**src/rtl/ffo32s_decoder.sv**
```systemverilog
// Sequential find-first-one decoder: rebuilds the MSB-first one-hot word for
// (v, p) by walking a single one down the vector, one bit per clock.
module ffo32s_decoder #(
  parameter int N = 32,
  parameter int W = $clog2(N)
) (
  input  logic         clock,
  input  logic         reset,
  input  logic         start,
  input  logic         v,
  input  logic [0:W-1] p,
  output logic [0:N-1] b,
  output logic         ready
);

  typedef enum logic {
    IDLE  = 1'b0,
    SHIFT = 1'b1
  } state_t;

  state_t       r_state;
  state_t       w_state_nxt;
  logic [0:W-1] r_cnt;
  logic [0:W-1] w_cnt_nxt;
  logic [0:N-1] r_b;
  logic [0:N-1] w_b_nxt;

  always_ff @(posedge clock or negedge reset) begin
    if (!reset) begin
      r_state <= IDLE;
      r_cnt   <= '0;
      r_b     <= '0;
    end else begin
      r_state <= w_state_nxt;
      r_cnt   <= w_cnt_nxt;
      r_b     <= w_b_nxt;
    end
  end

  always_comb begin
    w_state_nxt = r_state;
    w_cnt_nxt   = r_cnt;
    w_b_nxt     = r_b;
    unique case (r_state)
      IDLE: begin
        if (start) begin
          w_state_nxt = SHIFT;
          if (v) begin
            w_b_nxt   = {1'b1, {(N-1){1'b0}}};
            w_cnt_nxt = p;
          end else begin
            w_b_nxt   = '0;
            w_cnt_nxt = '0;
          end
        end
      end
      SHIFT: begin
        // On a [0:N-1] vector >> moves the one toward higher index.
        if (r_cnt != '0) begin
          w_b_nxt   = r_b >> 1;
          w_cnt_nxt = r_cnt - W'(1);
        end else begin
          w_state_nxt = IDLE;
        end
      end
      default: w_state_nxt = IDLE;
    endcase
  end

  assign b     = r_b;
  assign ready = (r_state == IDLE);

endmodule

```
**config.mk**
```make
export PLATFORM = sky130hd
export DESIGN_NAME = ffo32s_decoder
export DESIGN_NICKNAME = d
export VERILOG_FILES = /design/src/rtl/ffo32s_decoder.sv
export SDC_FILE = /design/constraint.sdc
export NUM_CORES = 1
export LEC_CHECK = 0
export BUFFER_PORTS_ARGS = -buffer_cell sky130_fd_sc_hd__buf_2
export CAP_MARGIN = 25
export CORE_MARGIN = 1
export CORE_UTILIZATION = 48
export CTS_BUF_LIST = sky130_fd_sc_hd__clkbuf_16
export DETAILED_ROUTE_END_ITERATION = 10
export GPL_ROUTABILITY_DRIVEN = 1
export GPL_TIMING_DRIVEN = 0
export HOLD_SLACK_MARGIN = 0.03
export PLACE_DENSITY = 0.73
export RECOVER_POWER = 100
export REMOVE_ABC_BUFFERS = 1
export SLEW_MARGIN = 20
export SYNTH_ARGS = -nofsm -noshare
export SYNTH_HDL_FRONTEND = slang
export SYNTH_SLANG_ARGS = --single-unit
```
**constraint.sdc**
```tcl
create_clock -name clock -period 1.6 [get_ports clock]
set_clock_uncertainty 0.05 [all_clocks]
set_input_delay 0.32 -clock clock [delete_from_list [all_inputs] [get_ports clock]]
set_output_delay 0.32 -clock clock [all_outputs]
set_load 0.005 [all_outputs]
```
# After elaboration in Yosys (flattened, before gate mapping)
# Index checks and enable logic that the tools add are counted.
# W data, S select, Z words.
dict set report word_totals {
  reg_bits 38
  latchBits 0
  mem_bits_rw 0
  mem_bits_ro 0
  inputBits 9
  out_inout_bits 33
  elab_cells 20
  memories 0
}
dict set report op_classes {
  add_sub_neg 1
  mul 0
  div 0
  n_lt_le_gt_ge 0
  eq_ne 2
  shifts 0
  n_mux 11
  n_bitwise 1
  reduce_logical 2
}
# operator n
set ops {}
lappend ops {{$mux W32} 3}
lappend ops {{$pmux W32 S2} 1}
lappend ops {{$mux W5} 3}
lappend ops {{$pmux W5 S2} 1}
lappend ops {{$reduce_bool A5 Y1} 1}
lappend ops {{$sub A5 B1 Y5 const B} 1}
lappend ops {{$mux W1} 2}
lappend ops {{$ne A2 B1 Y1 const B} 1}
lappend ops {{$ne A2 B2 Y1 const B} 1}
lappend ops {{$pmux W1 S2} 1}
lappend ops {{$reduce_and A2 Y1} 1}
lappend ops {{$not A1 Y1} 1}

# Longest topological paths before layout
# Gate-level depths: netlist of run 1.
dict set report logic_depth {
  word_depth 3
  mapped_depth 7
  ltp_nobuf 5
}

# Least setup slack after synthesis of run 1
# Ideal clock, no wire load.
dict set report synth_path {
  path_type {register to register}
  start {reg r_cnt[4] in the netlist's numbering}
  end {reg r_b, in the netlist b[26]}
  setup_ns 0.124
  arrival_time_ns 1.502
  required_ns 1.426
  slack_ns -0.077
  stages_incl_launch_ff 8
  period_less_slack_ns 1.677
  path_cell_list {dfrtp_1 -> inv_1 -> ha_1 -> or4b_1 -> buf_2 -> buf_4 -> nand3_1 -> nand3_1}
}
dict set report synth_between {
  elab_chain_cells 3
}
# item line_no
set synth_lines {}
lappend synth_lines {{start, declared} 23} ;# logic [0:W-1] r_cnt;
lappend synth_lines {{start signal, assigned} 35} ;# r_cnt <= w_cnt_nxt;
lappend synth_lines {{$reduce_bool A5 Y1} 59} ;# if (r_cnt != '0) begin
lappend synth_lines {{$ne A2 B1 Y1 (no source line)} n/a}
lappend synth_lines {{$reduce_and A2 Y1 (no source line)} n/a}
lappend synth_lines {{end signal, assigned} 36} ;# r_b <= w_b_nxt;
lappend synth_lines {{end, declared} 25} ;# logic [0:N-1] r_b;
# No other way between the ends.
# A chain may end at the register's enable or synchronous reset.

# Worst setup path in the final report of run 1
dict set report layout_path {
  start {reg r_cnt[3] in the netlist's numbering}
  end {reg r_b, in the netlist b[22]}
}
# Same word-level chain as after synthesis.

==> reports/qor.yml, run 1 <==
finish:
  drive_gt1_share_pct: 36.6
  final_nets: 267
  final_cells: 305
  antenna_cells: 0
  final_util_pct: 70.6
  synthToLayoutAreaGrowth_pct: 40.4
logic_synthesis:
  synthFlopType: "dfrtp_1"
  synth.distinct_cells: 29
  synthMuxAreaShare_pct: 1.08
  synth_adder_area_share_pct: 0.675
  synthXorXnorAreaFrac_pct: 0
  syn_area_sq_mm: 0.00185
  synth-compound-area-share_pct: 5.20
  yosys.area_share.simple_pct: 36.0
  synth_top_family_by_area: "simple AND/OR/NAND/NOR gates"
  seq_area_frac_synth_pct: 51.3
  syn_area_per_cell_sq_um: 8.75
  ys_warn_count: 0
  synth_edf_count: 0
  async_reset_ff_share_pct: 100
  synth_seq_cells: 38
  synthCells: 212
worst_setup_path:
  worstPathCellList: "inv_2 -> ha_4 -> or4b_4 -> buf_8 -> nand3_2 -> nand3_2"
  cp-end-kind: "flip-flop"
  cp.arrival_ns: 1.83
  max_stage_delay_ns: 0.56
  critPathKind: "reg2reg"
  path_max_fanout: 8
  cpMostUsedCell: "nand3_2"
  worstRegToRegCells: 6
  cp.required_ns: 1.71
  start_kind: "flip-flop"
  critPathSlowestCell: "or4b_4"
job:
  maxCapViolCount: 0
clock_tree:
  cts-root-buf: "clkbuf_16"
  cts_made_buffers: 5
  cts.htree.levels: 2
  insertion_delay_ns: 0.28
  clk_pin_slew_ns: 0.06
  cts_tree: "done"
  cts_max_path_buffers: 2
  cts.sink_count: 38
routing:
  drt_iter0_markers: 142
  first_pass_iters: 4
  ant_nets: 0
  drc: 0
  vias_per_cell: 6.20
  vias: 1890
  routedWlPerCell_um: 17.6
  totalWireLength_um: 5370
die:
  fp.coreArea_sq_mm: 0.00369
  dieArea_sq_mm: 0.00412
  fp-row-count: 22
  die_h_um: 64.2
  initial_utilization_pct: 50.3
  ioPinCount: 42
  fp.dieW_um: 64.2
place:
  hpwlAfterDp_um: 2600
  port_buffers: 41
  place_ws_ns: -0.638
  gp_congestion: 0.732
  placed_cells: 287
timing:
  setup-tns-final_ns: -2.67
  fin_crit_sh_pct: 108
  hold_viol: 0
  fin_crit_ns: 1.72
  final_max_slew_viol_count: 0
  setup_ws_ns: -0.122
  rsz0062_at_grt: "yes"
  setup_viol: 33
  slew-limit-headroom_pct: 36.6
  tightestPinTransition_ns: 0.951
  fmaxAchievable_mhz: 581
power_and_ir_drop:
  p_leak_nw: 1.31
  max-vdd-ir-drop_mv: 1.15
  power.density_mw_per_mm2: 1780
grt:
  antenna_found_initial: 0
  grt_pass1_wl_um: 8560
  grt.overflow.total: 0
  grtUsageTotal_pct: 27.9
  grt_pass1_vias: 1793
  grt_max_degree: 42
run_status:
  violations: "negative setup slack"
  status: "finished, violations left"
worst_hold_path:
  hold_path.class: "in2async"
-- critical path: cells and delay by family, from the launching register on --
kind	cells	cell delay (ns)
simple gates	3	0.74
flops	1	0.38
buf+inv	2	0.28
fa+ha+maj	1	0.15
-- metrics by stage --
| step | power (W) | cell area, sq um | hold slack (ns) |
|---|---|---|---|
| after floorplan | 0.00228 | 1760 | -0.0256 |
| after global placement | 0.00273 | 2030 | 0.431 |
| after detailed placement | 0.00290 | 2090 | 0.432 |
| after CTS | 0.00440 | 2490 | 0.125 |
| after global routing | 0.00489 | 2600 | 0.223 |
| final | 0.00464 | 2600 | 0.125 |
-- placed cells by master, fill, tap and decap left out, types with 2 or more instances in the layout --
cell type and n:
a32oi_1 2, clkbuf_16 5, nand2_1 34, nor2b_1 2, mux2i_1 2, dfrtp_1 37
buf_6 4, nor3_1 2, nand3_2 31, inv_1 2, buf_4 5, buf_12 3
nand3_1 59, nor2_4 2, nand3_4 3, clkbuf_1 9, a21oi_1 2, buf_2 30
inv_2 2
-- final timing paths --
path                          start       end  slack, ns
max                        r_cnt[3]     b[22]      -0.12
min                           reset  r_cnt[0]       0.13
max reg2reg                r_cnt[3]     b[22]      -0.12
min reg2reg                   b[15]     b[15]       0.48
max in group asynchronous     reset   r_state       0.68
min in group clock             p[2]  r_cnt[2]       0.27
-- registers in the layout, indices dropped and copies added, names as in the netlist --
signal,cells
b,32
r_state,1
r_cnt,5
-- area by class of cell --
class / count / area (sq um)
clock buffer: 5 / 125
sequential: 38 / 955
timing repair buffer: 55 / 378
clock inverter: 2 / 33.8
fill: 292 / 1080
multi-input combinational: 153 / 1040
tap: 48 / 60.1
inverter: 4 / 15.0
-- power breakdown --
part	switching, W	internal (W)
logic	0.00107	0.000858
clock network	0.000377	0.000721
registers	0.000391	0.00123
-- cells in the mapped netlist (all sizes together), types with 2 or more instances --
library cell,number,area (sq um)
a21oi,2,10.0
nor3,2,10.0
dfrtp,38,951
nand3,93,465
a32oi,2,17.5
inv,4,15.0
nor2b,2,12.5
mux2i,2,20.0
clkbuf,4,15.0
buf,14,77.6
nand2,34,128
-- what timing repair did --
action,in CTS,in global routing
setup buffers,7,2
hold buffers,0,0
endpoints found under the hold margin,0,0
cloned,2,0
pin swaps,17,1
gates resized for setup,35,15
endpoints found under the setup margin,38,34
-- cell families after synthesis --
family          Yosys count
compound gates           13
simple gates            136
mux                       2
buf+inv                  22
fa+ha+maj                 1
flops                    38
-- routing by layer --
metal  wire, um  track usage, %
met1       2140            35.3
met2       2710            45.7
met3        374            6.25
met5          0               0
met4        138            12.5
Note: power is estimated with default switching activity, not from simulation.
==> run 2, diff against run 1 <==
- SETUP_SLACK_MARGIN: unset -> 0.1
==> reports/qor.yml, run 2 (synthesis gave the netlist of run 1 again) <==
run_status:
  status: "finished, violations left"
  violations: "negative setup slack"
grt:
  grt_pass1_vias: 1845
  grt_pass1_wl_um: 8790
  grt_max_degree: 42
  grtUsageTotal_pct: 28.7
  grt.overflow.total: 0
  antenna_found_initial: 0
finish:
  synthToLayoutAreaGrowth_pct: 42.2
  final_common_cell: "nand3_1"
  multiInputGateArea_sq_mm: 0.00104
  drive_gt1_share_pct: 38.0
  largest_reg_flops: 32
  final_cell_mix: "nand3_1 (60), dfrtp_1 (37), nand2_1 (34), nand3_2 (30), buf_2 (30)"
  nFillCells: 284
  final_nets: 273
  final_util_pct: 71.5
  antenna_cells: 0
  final-seq-area_sq_um: 955
place:
  port_buffers: 41
  gp_congestion: 0.732
  place_ws_ns: -0.638
  hpwlAfterDp_um: 2600
timing:
  fin_crit_sh_pct: 107
  slew-limit-headroom_pct: 36.1
  final_max_slew_viol_count: 0
  hold_slack_ns: 0.131
  fin_crit_ns: 1.71
  fmaxAchievable_mhz: 585
  rsz0062_at_grt: "yes"
  setup_ws_ns: -0.111
  setup_viol: 33
  hold_viol: 0
  tightestPinTransition_ns: 0.959
power_and_ir_drop:
  max-vdd-ir-drop_mv: 1.20
  p_leak_nw: 1.34
  power.density_mw_per_mm2: 1780
  intPower_w: 0.00287
  p_seq_share_pct: 33.2
  p_comb_share_pct: 43.6
  switching_share_pct: 39.0
  switchingPower_w: 0.00183
  clock_power_share_pct: 23.1
  power_w: 0.00471
routing:
  drt_iter0_markers: 101
  first_pass_iters: 4
  vias: 1879
  vias_per_cell: 6.04
  routedWlPerCell_um: 17.0
  ant_nets: 0
  drc: 0
  totalWireLength_um: 5270
worst_setup_path:
  cp.required_ns: 1.71
  cp-end-kind: "flip-flop"
  start_kind: "flip-flop"
  cp.arrival_ns: 1.82
  path_max_fanout: 11
  critPathKind: "reg2reg"
clock_tree:
  clk_pin_slew_ns: 0.06
  cts_hold_buf: 0
  insertion_delay_ns: 0.28
  cts.sink_count: 38
  cts_max_path_buffers: 2
  cts_tree: "done"
  cts.htree.levels: 2
  cts_made_buffers: 5
  cts-root-buf: "clkbuf_16"
die:
  dieArea_sq_mm: 0.00412
  fp-row-count: 22
  initial_utilization_pct: 50.3
  fp.dieW_um: 64.2
  die_h_um: 64.2
  ioPinCount: 42
  fp.coreArea_sq_mm: 0.00369
worst_hold_path:
  hold_path.class: "in2async"
job:
  maxCapViolCount: 0
-- run 2: what timing repair did --
action | CTS | global route
gates cloned | 2 | 0
gates resized for setup | 36 | 14
endpoints found under the setup margin | 38 | 34
pin swaps | 17 | 3
buffers inserted | 12 | 3
-- run 2: power groups by stage --
stage / logic (W) / registers, W / clock network, W
2_1_floorplan: 0.000637 / 0.00164 / 0
3_3_place_gp: 0.00101 / 0.00172 / 0
3_5_place_dp: 0.00127 / 0.00162 / 0
4_1_cts: 0.00185 / 0.00154 / 0.00111
5_1_grt: 0.00223 / 0.00161 / 0.00115
6_report: 0.00205 / 0.00156 / 0.00109
-- run 2: metal layers --
metal / GRT usage, % / share of wire [%] / routed length, um / vias up
met1: 36.9 / 41 / 2170 / 931
met4: 14.4 / 2.9 / 155 / 0
met2: 45.6 / 49 / 2600 / 80
met3: 6.25 / 6.5 / 344 / 13
li1: - / - / - / 855
met5: 0 / 0 / 0 / -
-- run 2: through the flow --
stage                     cells  TNS (ns)  instance area [sq um]
final                       311     -2.34                   2640
after global routing        311     -3.53                   2640
after CTS                   308     -1.12                   2540
after detailed placement    287    -16.31                   2090
after global placement      283    -68.42                   2030
after floorplan             194    -34.16                   1760
-- run 2: final timing paths --
kind	startpoint	to	slack, ns	depth (start not counted)
max in group asynchronous	reset	r_state	0.66	1
max reg2reg	r_cnt[3]	b[21]	-0.11	6
min in group clock	p[2]	r_cnt[2]	0.25	3
min	reset	r_cnt[0]	0.13	1
max	r_cnt[3]	b[21]	-0.11	6
min reg2reg	b[31]	b[31]	0.47	2
-- run 2: worst max-delay path, cell delays in order, from the launching register on --
cell and delay, ns:
dfrtp_1 0.38, inv_2 0.08, ha_4 0.15, or4b_4 0.55, buf_6 0.19, nand3_1 0.11
nand3_1 0.08
-- run 2: area by class of cell --
type                            count  share of cell area (%)
Clock inverter                      2                    1.28
Clock buffer                        5                    4.74
Tap cell                           48                    2.28
Inverter                            4                   0.569
Multi-Input combinational cell    153                    39.4
Sequential cell                    38                    36.2
Timing Repair Buffer               61                    15.6
==> run 3, diff against run 2 <==
- PLACE_DENSITY: 0.73 -> 0.76
==> reports/qor.yml, run 3 (synthesis gave the netlist of run 1 again) <==
clock_tree:
  cts_max_path_buffers: 2
  cts-root-buf: "clkbuf_16"
  cts_tree: "done"
  cts.htree.levels: 2
  cts_made_buffers: 5
  insertion_delay_ns: 0.28
  cts.sink_count: 38
  cts_hold_buf: 0
  clk_pin_slew_ns: 0.06
grt:
  grt_pass1_vias: 1672
  grtUsageTotal_pct: 26.9
  antenna_found_initial: 0
  grt.overflow.total: 0
  grt_pass1_wl_um: 8390
  grt_max_degree: 39
timing:
  slew-limit-headroom_pct: 37.4
  fin_crit_ns: 1.67
  fin_crit_sh_pct: 105
  setup_viol: 33
  fmaxAchievable_mhz: 597
  tightestPinTransition_ns: 0.939
  hold_viol: 0
  rsz0062_at_grt: "yes"
  setup_ws_ns: -0.0743
  final_max_slew_viol_count: 0
worst_setup_path:
  critPathKind: "reg2reg"
  r2r-start: "r_cnt[4]"
  cp.arrival_ns: 1.78
  start_kind: "flip-flop"
  path_max_fanout: 18
  cp-end-kind: "flip-flop"
  crit_start: "r_cnt[4]"
  cp.required_ns: 1.71
power_and_ir_drop:
  max-vdd-ir-drop_mv: 1.05
  power_w: 0.00488
  power.density_mw_per_mm2: 1840
  p_leak_nw: 1.35
routing:
  vias_per_cell: 5.89
  drc: 0
  routedWlPerCell_um: 17.2
  first_pass_iters: 4
  vias: 1885
  drt_iter0_markers: 157
  totalWireLength_um: 5500
  ant_nets: 0
finish:
  drive_gt1_share_pct: 38.2
  nFillCells: 286
  final_common_cell: "nand3_1"
  final_nets: 282
  synthToLayoutAreaGrowth_pct: 42.7
  antenna_cells: 0
  largest_reg_flops: 32
  final_cell_mix: "nand3_1 (68), dfrtp_1 (37), nand2_1 (34), buf_2 (33), nand3_2 (25)"
die:
  initial_utilization_pct: 50.3
  fp.dieW_um: 64.2
  die_h_um: 64.2
  ioPinCount: 42
  fp-row-count: 22
  fp.coreArea_sq_mm: 0.00369
  dieArea_sq_mm: 0.00412
place:
  place_ws_ns: -0.513
  hpwlAfterDp_um: 2600
  port_buffers: 41
  gp_congestion: 0.751
run_status:
  status: "finished, violations left"
  violations: "negative setup slack"
worst_hold_path:
  hold_path.class: "in2async"
job:
  maxCapViolCount: 0
-- run 3: changes by cell type in the layout (fill, tap and decap cells not counted), moves of 2 or more --
cell	previous run	this run
buf_2	30	33
nand3_2	30	25
buf_6	4	2
nand3_4	3	0
buf_4	12	21
nand3_1	60	68
-- run 3: metal layers --
metal  GRT usage, %  routed length [um]  vias to the layer above
met5              0                   0                        -
met4           7.50                  69                        0
met3           5.89                 408                        9
met2           41.8                2740                       80
met1           38.1                2280                      926
li1               -                   -                      870
-- run 3: layout make-up --
type	instances	area (sq um)	share of cell area [%]
sequential	38	955	36.1
timing repair buffer	70	488	18.4
inverter	4	17.5	0.662
multi-input combinational	153	967	36.5
tap	48	60.1	2.27
clock inverter	2	33.8	1.28
clock buffer	5	125	4.73
-- run 3: repair_timing --
item,in CTS,in global routing
pin swaps,7,0
setup endpoints to repair,38,38
gates cloned,2,0
setup buffers,16,8
gates resized for setup,29,10
-- run 3: stage by stage --
stage	hold slack [ns]	area [sq um]	utilization (%)	TNS (ns)	cells
after floorplan	-0.0256	1760	-	-34.16	194
after global placement	0.423	2030	55.0	-69.27	283
after detailed placement	0.419	2100	56.9	-15.00	287
after CTS	0.125	2570	69.6	-0.321	312
after global routing	0.205	2650	71.7	-3.03	320
final	0.127	2650	71.7	-1.65	320
-- run 3: final timing paths --
path,endpoint,slack (ns),cells after the start
max,b[16],-0.07,6
max reg2reg,b[16],-0.07,6
min in group clock,r_cnt[2],0.26,3
min,r_cnt[0],0.13,1
min reg2reg,b[31],0.47,2
max in group asynchronous,r_state,0.69,1
-- run 3: critical path, cell delays in order, from the launching register on --
cell,delay (ns)
dfrtp_1,0.40
inv_2,0.09
ha_4,0.14
or4b_4,0.52
buf_12,0.19
nand3_1,0.08
nand3_1,0.09
-- run 3: power by group --
group / internal (W) / switching [W]
Combinational: 0.00107 / 0.00118
Clock: 0.000721 / 0.000372
Sequential: 0.00123 / 0.000307
Total: 0.00302 / 0.00186
